File: config.mk
export PLATFORM = sky130hd
export DESIGN_NAME = seg_scan_ctrl
export DESIGN_NICKNAME = d
export VERILOG_FILES = /design/src/rtl/seg_scan_pkg.sv /design/src/rtl/seg_scan_ctrl_timer.sv /design/src/rtl/seg_scan_ctrl.sv
export SDC_FILE = /design/constraint.sdc
export NUM_CORES = 1
export LEC_CHECK = 0
export CAP_MARGIN = 25
export CORE_UTILIZATION = 45
export CTS_CLUSTER_DIAMETER = 30
export DETAILED_ROUTE_END_ITERATION = 6
export PLACE_DENSITY = 0.69
export SETUP_SLACK_MARGIN = 0.2
export SYNTH_ARGS = -nofsm -noshare
export SYNTH_HDL_FRONTEND = slang
export SYNTH_SLANG_ARGS = --single-unit
File: constraint.sdc
create_clock -name clk -period 7.64 [get_ports clk]
set_clock_uncertainty 0.05 [all_clocks]
set_input_delay 1.528 -clock clk [delete_from_list [all_inputs] [get_ports clk]]
set_output_delay 1.528 -clock clk [all_outputs]
set_load 0.05 [all_outputs]
File: src/rtl/seg_scan_pkg.sv
// Shared types and constants for the seven-segment scan controller.
package seg_scan_pkg;

    typedef enum logic {BLANK = 1'b0, DRIVE = 1'b1} scan_state_t;

    localparam logic [6:0] SEG_BLANK        = 7'b1111111;
    localparam int         DEF_DIGITS       = 4;
    localparam int         DEF_SLOT_CYCLES  = 50000;
    localparam int         DEF_BLANK_CYCLES = 2;
    localparam int         MAX_DIGITS       = 32;

    // All-anodes-off pattern for a display of the given width (low bits set).
    function automatic logic [MAX_DIGITS-1:0] an_off(input int digits);
        logic [MAX_DIGITS-1:0] m;
        m = '0;
        for (int i = 0; i < MAX_DIGITS; i++) begin
            m[i] = (i < digits);
        end
        return m;
    endfunction

endpackage

File: src/rtl/seg_scan_ctrl_timer.sv
// Phase counter for one digit slot; tc pulses on the last cycle of the current phase.
module scan_timer
    import seg_scan_pkg::*;
#(
    parameter int SLOT_CYCLES  = DEF_SLOT_CYCLES,
    parameter int BLANK_CYCLES = DEF_BLANK_CYCLES
) (
    input  logic        clk,
    input  logic        reset,
    input  scan_state_t phase,
    output logic        tc
);

    localparam int            TW         = $clog2(SLOT_CYCLES + 1);
    localparam logic [TW-1:0] BLANK_LAST = TW'(BLANK_CYCLES - 1);
    localparam logic [TW-1:0] DRIVE_LAST = TW'(SLOT_CYCLES - BLANK_CYCLES - 1);

    logic [TW-1:0] count;

    // Terminal count depends on which phase is being timed.
    always_comb begin
        tc = 1'b0;
        case (phase)
            BLANK:   tc = (count == BLANK_LAST);
            DRIVE:   tc = (count == DRIVE_LAST);
            default: tc = 1'b0;
        endcase
    end

    // Counter restarts at every phase change.
    always_ff @(posedge clk) begin
        if (reset) begin
            count <= '0;
        end else if (tc) begin
            count <= '0;
        end else begin
            count <= count + TW'(1);
        end
    end

endmodule

File: src/rtl/seg_scan_ctrl.sv
// Time-multiplexed seven-segment scan controller with a double-buffered load port
// and a shared external hex decoder.
module seg_scan_ctrl
    import seg_scan_pkg::*;
#(
    parameter int DIGITS       = DEF_DIGITS,
    parameter int SLOT_CYCLES  = DEF_SLOT_CYCLES,
    parameter int BLANK_CYCLES = DEF_BLANK_CYCLES
) (
    input  logic                  clk,
    input  logic                  reset,
    input  logic                  load_valid,
    output logic                  load_ready,
    input  logic [4*DIGITS-1:0]   load_value,
    input  logic [DIGITS-1:0]     load_dp,
    input  logic                  lzb_en,
    output logic [3:0]            dec_in,
    input  logic [6:0]            dec_out,
    output logic [6:0]            seg,
    output logic                  dp,
    output logic [DIGITS-1:0]     an
);

    localparam int                     IW         = (DIGITS > 1) ? $clog2(DIGITS) : 1;
    localparam logic [MAX_DIGITS-1:0]  AN_OFF_ALL = an_off(DIGITS);
    localparam logic [DIGITS-1:0]      AN_OFF     = AN_OFF_ALL[DIGITS-1:0];
    localparam logic [IW-1:0]          LAST_IDX   = IW'(DIGITS - 1);

    scan_state_t          state;
    logic [IW-1:0]        idx;
    logic [4*DIGITS-1:0]  active_value;
    logic [4*DIGITS-1:0]  pending_value;
    logic [DIGITS-1:0]    active_dp;
    logic [DIGITS-1:0]    pending_dp;
    logic                 pending_full;
    logic                 tc;
    logic                 accept;
    logic                 blank_digit;
    logic [4*DIGITS-1:0]  higher;
    logic [DIGITS-1:0]    drive_an;

    scan_timer #(
        .SLOT_CYCLES  (SLOT_CYCLES),
        .BLANK_CYCLES (BLANK_CYCLES)
    ) u_timer (
        .clk   (clk),
        .reset (reset),
        .phase (state),
        .tc    (tc)
    );

    assign accept = load_valid && load_ready;
    assign dec_in = active_value[idx*4 +: 4];

    // Leading-zero test covers the current nibble and everything above it.
    always_comb begin
        higher   = active_value >> {idx, 2'b00};
        drive_an = AN_OFF;
        drive_an[idx] = 1'b0;
        if (lzb_en && (idx != '0) && (higher == '0)) begin
            blank_digit = 1'b1;
        end else begin
            blank_digit = 1'b0;
        end
    end

    // Slot FSM, load buffer and registered display outputs.
    always_ff @(posedge clk) begin
        if (reset) begin
            state         <= BLANK;
            idx           <= '0;
            an            <= AN_OFF;
            seg           <= SEG_BLANK;
            dp            <= 1'b1;
            active_value  <= '0;
            active_dp     <= '0;
            pending_value <= '0;
            pending_dp    <= '0;
            pending_full  <= 1'b0;
            load_ready    <= 1'b1;
        end else begin
            if (accept) begin
                pending_value <= load_value;
                pending_dp    <= load_dp;
                pending_full  <= 1'b1;
                load_ready    <= 1'b0;
            end
            case (state)
                BLANK: begin
                    if (tc) begin
                        state <= DRIVE;
                        an    <= drive_an;
                        seg   <= blank_digit ? SEG_BLANK : dec_out;
                        dp    <= ~active_dp[idx];
                    end
                end
                DRIVE: begin
                    if (tc) begin
                        state <= BLANK;
                        an    <= AN_OFF;
                        seg   <= SEG_BLANK;
                        dp    <= 1'b1;
                        if (idx == LAST_IDX) begin
                            idx <= '0;
                            // Frame boundary: pending_full implies no accept this cycle.
                            if (pending_full) begin
                                active_value <= pending_value;
                                active_dp    <= pending_dp;
                                pending_full <= 1'b0;
                                load_ready   <= 1'b1;
                            end
                        end else begin
                            idx <= idx + IW'(1);
                        end
                    end
                end
                default: begin
                    state <= BLANK;
                end
            endcase
        end
    end

endmodule

* Yosys cells after proc, flatten, opt, wreduce, memory -nomap -nowiden *
Index checks and enable logic that the tools add are counted.

storage, ports and cells
  input port bits = 31
  output and inout bits = 17
  register bits after elaboration = 73
  logic and storage cells = 66

operators by class
  $lt $le $gt $ge = 2
  reduce and logical (&&, ||, !) cells = 10
  shift-type cells = 2
  eq/ne operators = 5
  multiplexer cells = 30
  bitwise logic cells = 3
  $add $sub $neg = 2

operators with widths
  kind                                                                    count
  7-bit two-way mux                                                       3
  1-bit two-way mux                                                       17
  16-bit by 1-bit adder with 16-bit output (second input constant)        1
  16-bit by 1-bit == test with 1-bit output (second input constant)       1
  16-bit == test (second input constant)                                  1
  16-bit zero test                                                        1
  16-bit by 5-bit indexed part select with 4-bit output                   1
  16-bit by 4-bit right shift with 16-bit output                          1
  7-bit case mux with 2 select lines                                      1
  4-bit two-way mux                                                       2
  4-bit case mux with 2 select lines                                      1
  1-bit case mux with 2 select lines                                      3
  1-bit logical AND                                                       4
  4-bit inverter                                                          1
  2-bit AND reduction                                                     2
  4-bit AND reduction                                                     1
  2-bit by 3-bit < comparator with 1-bit output (second input constant)   1
  2-bit by 1-bit adder with 2-bit output (second input constant)          1
  1-bit binary-select mux with 2-bit select                               1
  1-bit demux with 2-bit select                                           1
  2-bit == test (second input constant)                                   1
  2-bit by 1-bit >= comparator with 1-bit output (second input constant)  1
  2-bit two-way mux                                                       1
  2-bit by 1-bit != test with 1-bit output (second input constant)        1
  other kinds (4)                                                         5

* Depth between registers and ports, before layout *
  word-level depth = 7
  mapped depth = 13
  gate-level depth less buffers = 11

* Cells and area by module *
From an unflattened synthesis, not the netlist that was laid out.

second synthesis, totals
  cell total of the unflattened synthesis = 366
  area, all modules = 3051.7 µm²

by module, submodules not included
  module         seq. area each (µm²)  times used  cells an instance  area an instance (µm²)
  seg_scan_ctrl  1141.1                1           275                2264.7
  scan_timer     320.3                 1           91                 787.0

* Worst setup path before layout *
Ideal clock, no wire load.

  kind = register -> register
  from = reg u_timer.count[0]
  to = reg seg[0]
  data required time = 7.466 ns
  data arrival time = 2.642 ns
  cell stages (with the launch flop) = 13
  setup time = 0.124 ns
  path buffers = 2
  clock period less this slack = 2.816 ns
  setup slack = 4.824 ns
  cell sequence = dfxtp_1 ha_1 nor4b_1 and2_1 a21boi_1 buf_2 inv_1 ha_1 nor2_1 clkbuf_1 nand2_1 nor2_1 a21oi_1

on the way
  cells in the longest elaborated chain, start to end = 4
  elaborated cells between the ends (all ways) = 6
  classes of those cells = 4 x eq/ne; 1 x mux; 1 x reduce/logical

RTL lines
  item                                                                                               line                                                  text
  from (decl)                                                                                        seg_scan_ctrl_timer.sv:18                             logic [TW-1:0] count;
  from (signal assigned)                                                                             seg_scan_ctrl_timer.sv:37                             count <= count + TW'(1);
  16-bit == test / 16-bit by 1-bit == test with 1-bit output (equally long branches)                 seg_scan_ctrl_timer.sv:25, seg_scan_ctrl_timer.sv:24
  1-bit case mux with 2 select lines *                                                               seg_scan_ctrl_timer.sv:23                             case (phase)
  2-bit != test (no source line) / 2-bit by 1-bit != test with 1-bit output (equally long branches)  -
  2-bit AND reduction (no source line) *                                                             -
  to (signal assigned)                                                                               seg_scan_ctrl.sv:93                                   seg <= blank_digit ? SEG_BLANK : dec_out;
  to (decl)                                                                                          seg_scan_ctrl.sv:19                                   output logic [6:0] seg,

Mark *: on every way between the ends. The rest lies on a longest branch, timed or not.
A chain may end at the register's enable or synchronous reset.

* Worst setup path after layout *
  from = reg idx[0]
  to = out dec_in[0]

on the way
  cells in the longest elaborated chain, start to end = 1

RTL lines
  item                                                   line                  text
  from (decl)                                            seg_scan_ctrl.sv:30   logic [IW-1:0] idx;
  from (signal assigned)                                 seg_scan_ctrl.sv:113  idx <= idx + IW'(1);
  16-bit by 5-bit indexed part select with 4-bit output  seg_scan_ctrl.sv:53   assign dec_in = active_value[idx*4 +: 4];
  to (decl)                                              seg_scan_ctrl.sv:17   output logic [3:0] dec_in,

Every way passes these cells.

==> impl_summary.md <==
Clock network
The clock net in this run drives a total of 73 sinks. Clock-pin slew was measured on the worst setup and hold paths at 0.08 ns. For the worst-skew pair, the clock arrives at the later sink with an insertion delay of 0.34 ns. TritonCTS built the clock tree. In this run the number of H-tree levels came out at 3. In this run, post-CTS repair resized a total of 0 instances.

The number of clock buffers added by TritonCTS is 9. The master cell of the clock root buffer is sky130_fd_sc_hd__clkbuf_8. No sink is reached through more buffers than the 2 on the longest clock path. The hold buffer count at CTS is 0. Post-CTS timing repair inserted 0 buffers for setup.

Floorplanning
The die boundary height is between 80 and 90 um. The full die area is 7240 um2. The core region area is 6490 um2. The horizontal extent of the die is 85.1 um. The starting utilization of the core area is 47.8%. In this run the core area contains 29 standard-cell rows. The total I/O pin count is 48.

Hold path
The path category of the worst min-delay check is reg -> reg.

Finish
The area overhead of the layout relative to synthesis is 22.7%. For this run, the number of standard cells in the final layout without fillers is 482. Leaving out fill and tap cells, the most frequent cell in the layout is sky130_fd_sc_hd__dfxtp_1. The final net count is 440.

In the layout the commonest cells are sky130_fd_sc_hd__dfxtp_1, sky130_fd_sc_hd__a21oi_1, sky130_fd_sc_hd__nand2_1, sky130_fd_sc_hd__clkdlybuf4s50_1, sky130_fd_sc_hd__nand3_1. The antenna cell count is 0. The share of cells above drive strength 1 is 6.42%. The filler cells instantiated in the layout total 604.

Power and ir drop
The power dissipated by switching net loads is 0.312 mW. Of the total power, combinational logic draws roughly 23%. The internal power component is 0.672 mW.

The worst-case IR drop observed on VDD is 120 uV. Net switching is 31.7% of the power. Sequential cells account for 44.2% of the total power. In this run the static leakage power is around 1.3 nW. In this run the power density over the cells is approximately 260 nW/um2.

The clock network power share is 33.0%.

Timing
In this run the tightest slew margin relative to its limit is 45.3%. Static timing analysis puts the maximum clock frequency at 0.256 GHz. The count of final hold-check violations is 0. After layout, the minimum clock period comes to 3.91 ns. Setup total negative slack on the finished layout was measured at 0 ns. The slack of the critical path is 3.73 ns. Setup violations remaining at the end of the flow were counted as 0. Setup repair after global routing left no endpoint under its margin. The number of pins exceeding their max-slew limit in the final report came to 0.

The part of the cycle the worst path needs is 51.2%. At the pin with the least slew margin, the transition time is ~0.82 ns.

Synthesis
The share of async-settable or async-resettable flops after synthesis is 0%. The post-synth design cell area is around 3100 um2. The average cell area after synthesis is 8.51 um2. Of all cell types, the one taking the most synthesized area is sky130_fd_sc_hd__dfxtp_1.

The compound-gate portion of the synthesized area is 14.1%. Yosys attributes the largest share of cell area to sky130_fd_sc_hd__dfxtp_1, sky130_fd_sc_hd__a21oi_1, sky130_fd_sc_hd__nand2_1, sky130_fd_sc_hd__nand3_1, sky130_fd_sc_hd__o21ai_0. In the synthesized netlist, mux cells make up 4.27% of the area. The synthesized netlist devotes 3.67% of its cell area to XOR and XNOR gates. The number of warning messages in the yosys log is 0. After synthesis the netlist holds a flip-flop and latch count of 73. The number of nets produced by synthesis is 405. The adder and majority cell fraction of the synthesized area is 3.63%.

The number of instances in the synthesized netlist is 365. The number of distinct library cells after synthesis is 33. The share of the synthesized area in the top cell type is 47.1%. The most used flip-flop cell after synthesis is sky130_fd_sc_hd__dfxtp_1. The fraction of the yosys area taken by sequential cells is between 40% and 50%. The number of flops mapped to enable cells by yosys is 0. The dominant combinational cell family by area after synthesis is simple AND/OR/NAND/NOR gates. The simple-gate area share of the yosys netlist is 23.3%.

Critical path
The element type at the critical path start is a register. In this run the worst setup path terminates at dec_in[0]. The startpoint identified for the worst register-to-register timing path is u_timer.count[0]. The largest fanout of any net on the critical path is 13.

The number of cells on the worst reg-to-reg path is 11. The critical path is of the reg -> out type. The gate family responsible for the most delay along the worst path is buffers and inverters. The count of buffering cells on the critical path with inverters included is 1. Setup slack on the worst reg-to-reg path comes out at between 4 and 5 ns. The required time at the worst-slack endpoint is 6.06 ns. The maximum cell stage delay along the critical path is 0.72 ns. The endpoint of the worst-slack reg-to-reg timing path is seg[2]. The cell with the biggest individual delay on the critical path is sky130_fd_sc_hd__clkdlybuf4s50_1.

The critical path crosses 2 cells after its start point. The first element of the critical path is idx[0]. The critical path goes through mux4_2 > clkdlybuf4s50_1. At the worst endpoint, the arrival time is 2.33 ns. The critical path endpoint category is an output pin.

GRT
For this run, the total global-route usage over all layers was measured as 20.3%. The largest net degree at the start of global routing is 37. The total congestion overflow after global routing is 0. The number of antenna violations at the first check in global routing came to 0. The via count of the first global-routing pass came to 2484. The global-route wire length before repair is approximately 12000 um.

Place
Detailed placement ended at an HPWL of between 4000 and 5000 um. At the end of routability-driven placement, the weighted congestion stood at 0.856. The count of buffers added on input and output ports is between 40 and 50. The number of instances in the placed design is roughly 470. The setup slack after placement is 4.07 ns.

Drt
The final antenna-violating net count is 0. The first TritonRoute pass finished after 5 iterations. In the routed design, unresolved DRC markers number 0. The detail-routed via count per cell is 5.55. After detailed routing, the average wire length per cell comes to 13.8 um. The total length of routed wires is 6640 um. The routed layout has 2674 vias. The initial detailed-routing violation count is 90.

Status
The flow ran to the end, and the final reports show no timing, DRC or antenna violations.

Job
The max-cap check violation count is 0.
power by group through the flow:
stage | Clock [mW] | Sequential [mW] | Combinational (mW)
3_5_place_dp | 0 | 0.444 | 0.225
5_1_grt | 0.350 | 0.440 | 0.249
2_1_floorplan | 0 | 0.491 | 0.107
4_1_cts | 0.332 | 0.435 | 0.225
3_3_place_gp | 0 | 0.443 | 0.220
6_report | 0.325 | 0.435 | 0.224
metrics by stage:
stage	hold WS [ns]	area [um2]	total power [mW]	utilization [%]
finish	0.412	3810	0.983	58.7
global route	0.433	3810	1.04	58.7
CTS	0.412	3810	0.993	58.7
detailed placement	0.399	3590	0.668	55.3
global placement	0.394	3570	0.663	55.0
floorplan	0.387	3110	0.598	-
flip-flops by register name (all words and copies together), names as in the netlist:
register	flops
idx	2
state	1
pending_full	1
seg	7
load_ready	1
active_dp	4
pending_value	16
dp	1
an	4
pending_dp	4
u_timer.count	16
active_value	16
kinds of logic (layout without fill, tap and decap cells):
family | after synthesis | after routing
fa+ha+maj | 9 | 9
mux | 7 | 7
simple gates | 150 | 150
buf+inv | 31 | 71
flops | 73 | 73
xor+xnor | 13 | 13
compound gates | 82 | 82
synth_stat cells, types with 5 or more instances:
master,n
sky130_fd_sc_hd__a21oi_1,48
sky130_fd_sc_hd__nor3_1,18
sky130_fd_sc_hd__inv_1,6
sky130_fd_sc_hd__nand2b_1,5
sky130_fd_sc_hd__dfxtp_1,73
sky130_fd_sc_hd__xor2_1,7
sky130_fd_sc_hd__xnor2_1,6
sky130_fd_sc_hd__nand3_1,34
sky130_fd_sc_hd__clkbuf_1,23
sky130_fd_sc_hd__o21ai_0,26
sky130_fd_sc_hd__nand2_1,46
sky130_fd_sc_hd__mux4_2,5
sky130_fd_sc_hd__nor4_1,6
sky130_fd_sc_hd__ha_1,9
sky130_fd_sc_hd__nor2_1,21
layout make-up:
cell class / instances / area [um2] / area share, %
multi-input combinational: 261 / 1520 / 39.9
timing repair buffer: 49 / 493 / 12.9
tap: 77 / 96.3 / 2.53
clock inverter: 7 / 95.1 / 2.50
clock buffer: 9 / 124 / 3.25
sequential: 73 / 1460 / 38.3
inverter: 6 / 22.5 / 0.591
routing by layer:
layer / part of all wire [%] / track usage (%)
met5: 0 / 0
met2: 46 / 31.4
met4: 2.3 / 9.86
met3: 5.3 / 5.74
met1: 46 / 26.3
worst min-delay path by stage:
stage,from,endpoint,depth (start not counted)
floorplan,pending_dp[0],pending_dp[0],2
global placement,pending_value[6],pending_value[6],2
detailed placement,pending_value[6],pending_value[6],2
CTS,pending_value[6],pending_value[6],2
global route,pending_value[12],pending_value[12],2
finish,pending_value[3],pending_value[3],2
worst min-delay path: stages, from the launching register on:
cell	delay [ns]
sky130_fd_sc_hd__dfxtp_1	0.32
sky130_fd_sc_hd__nand2_1	0.05
sky130_fd_sc_hd__a21oi_1	0.05
(Power assumes the default switching activity.)
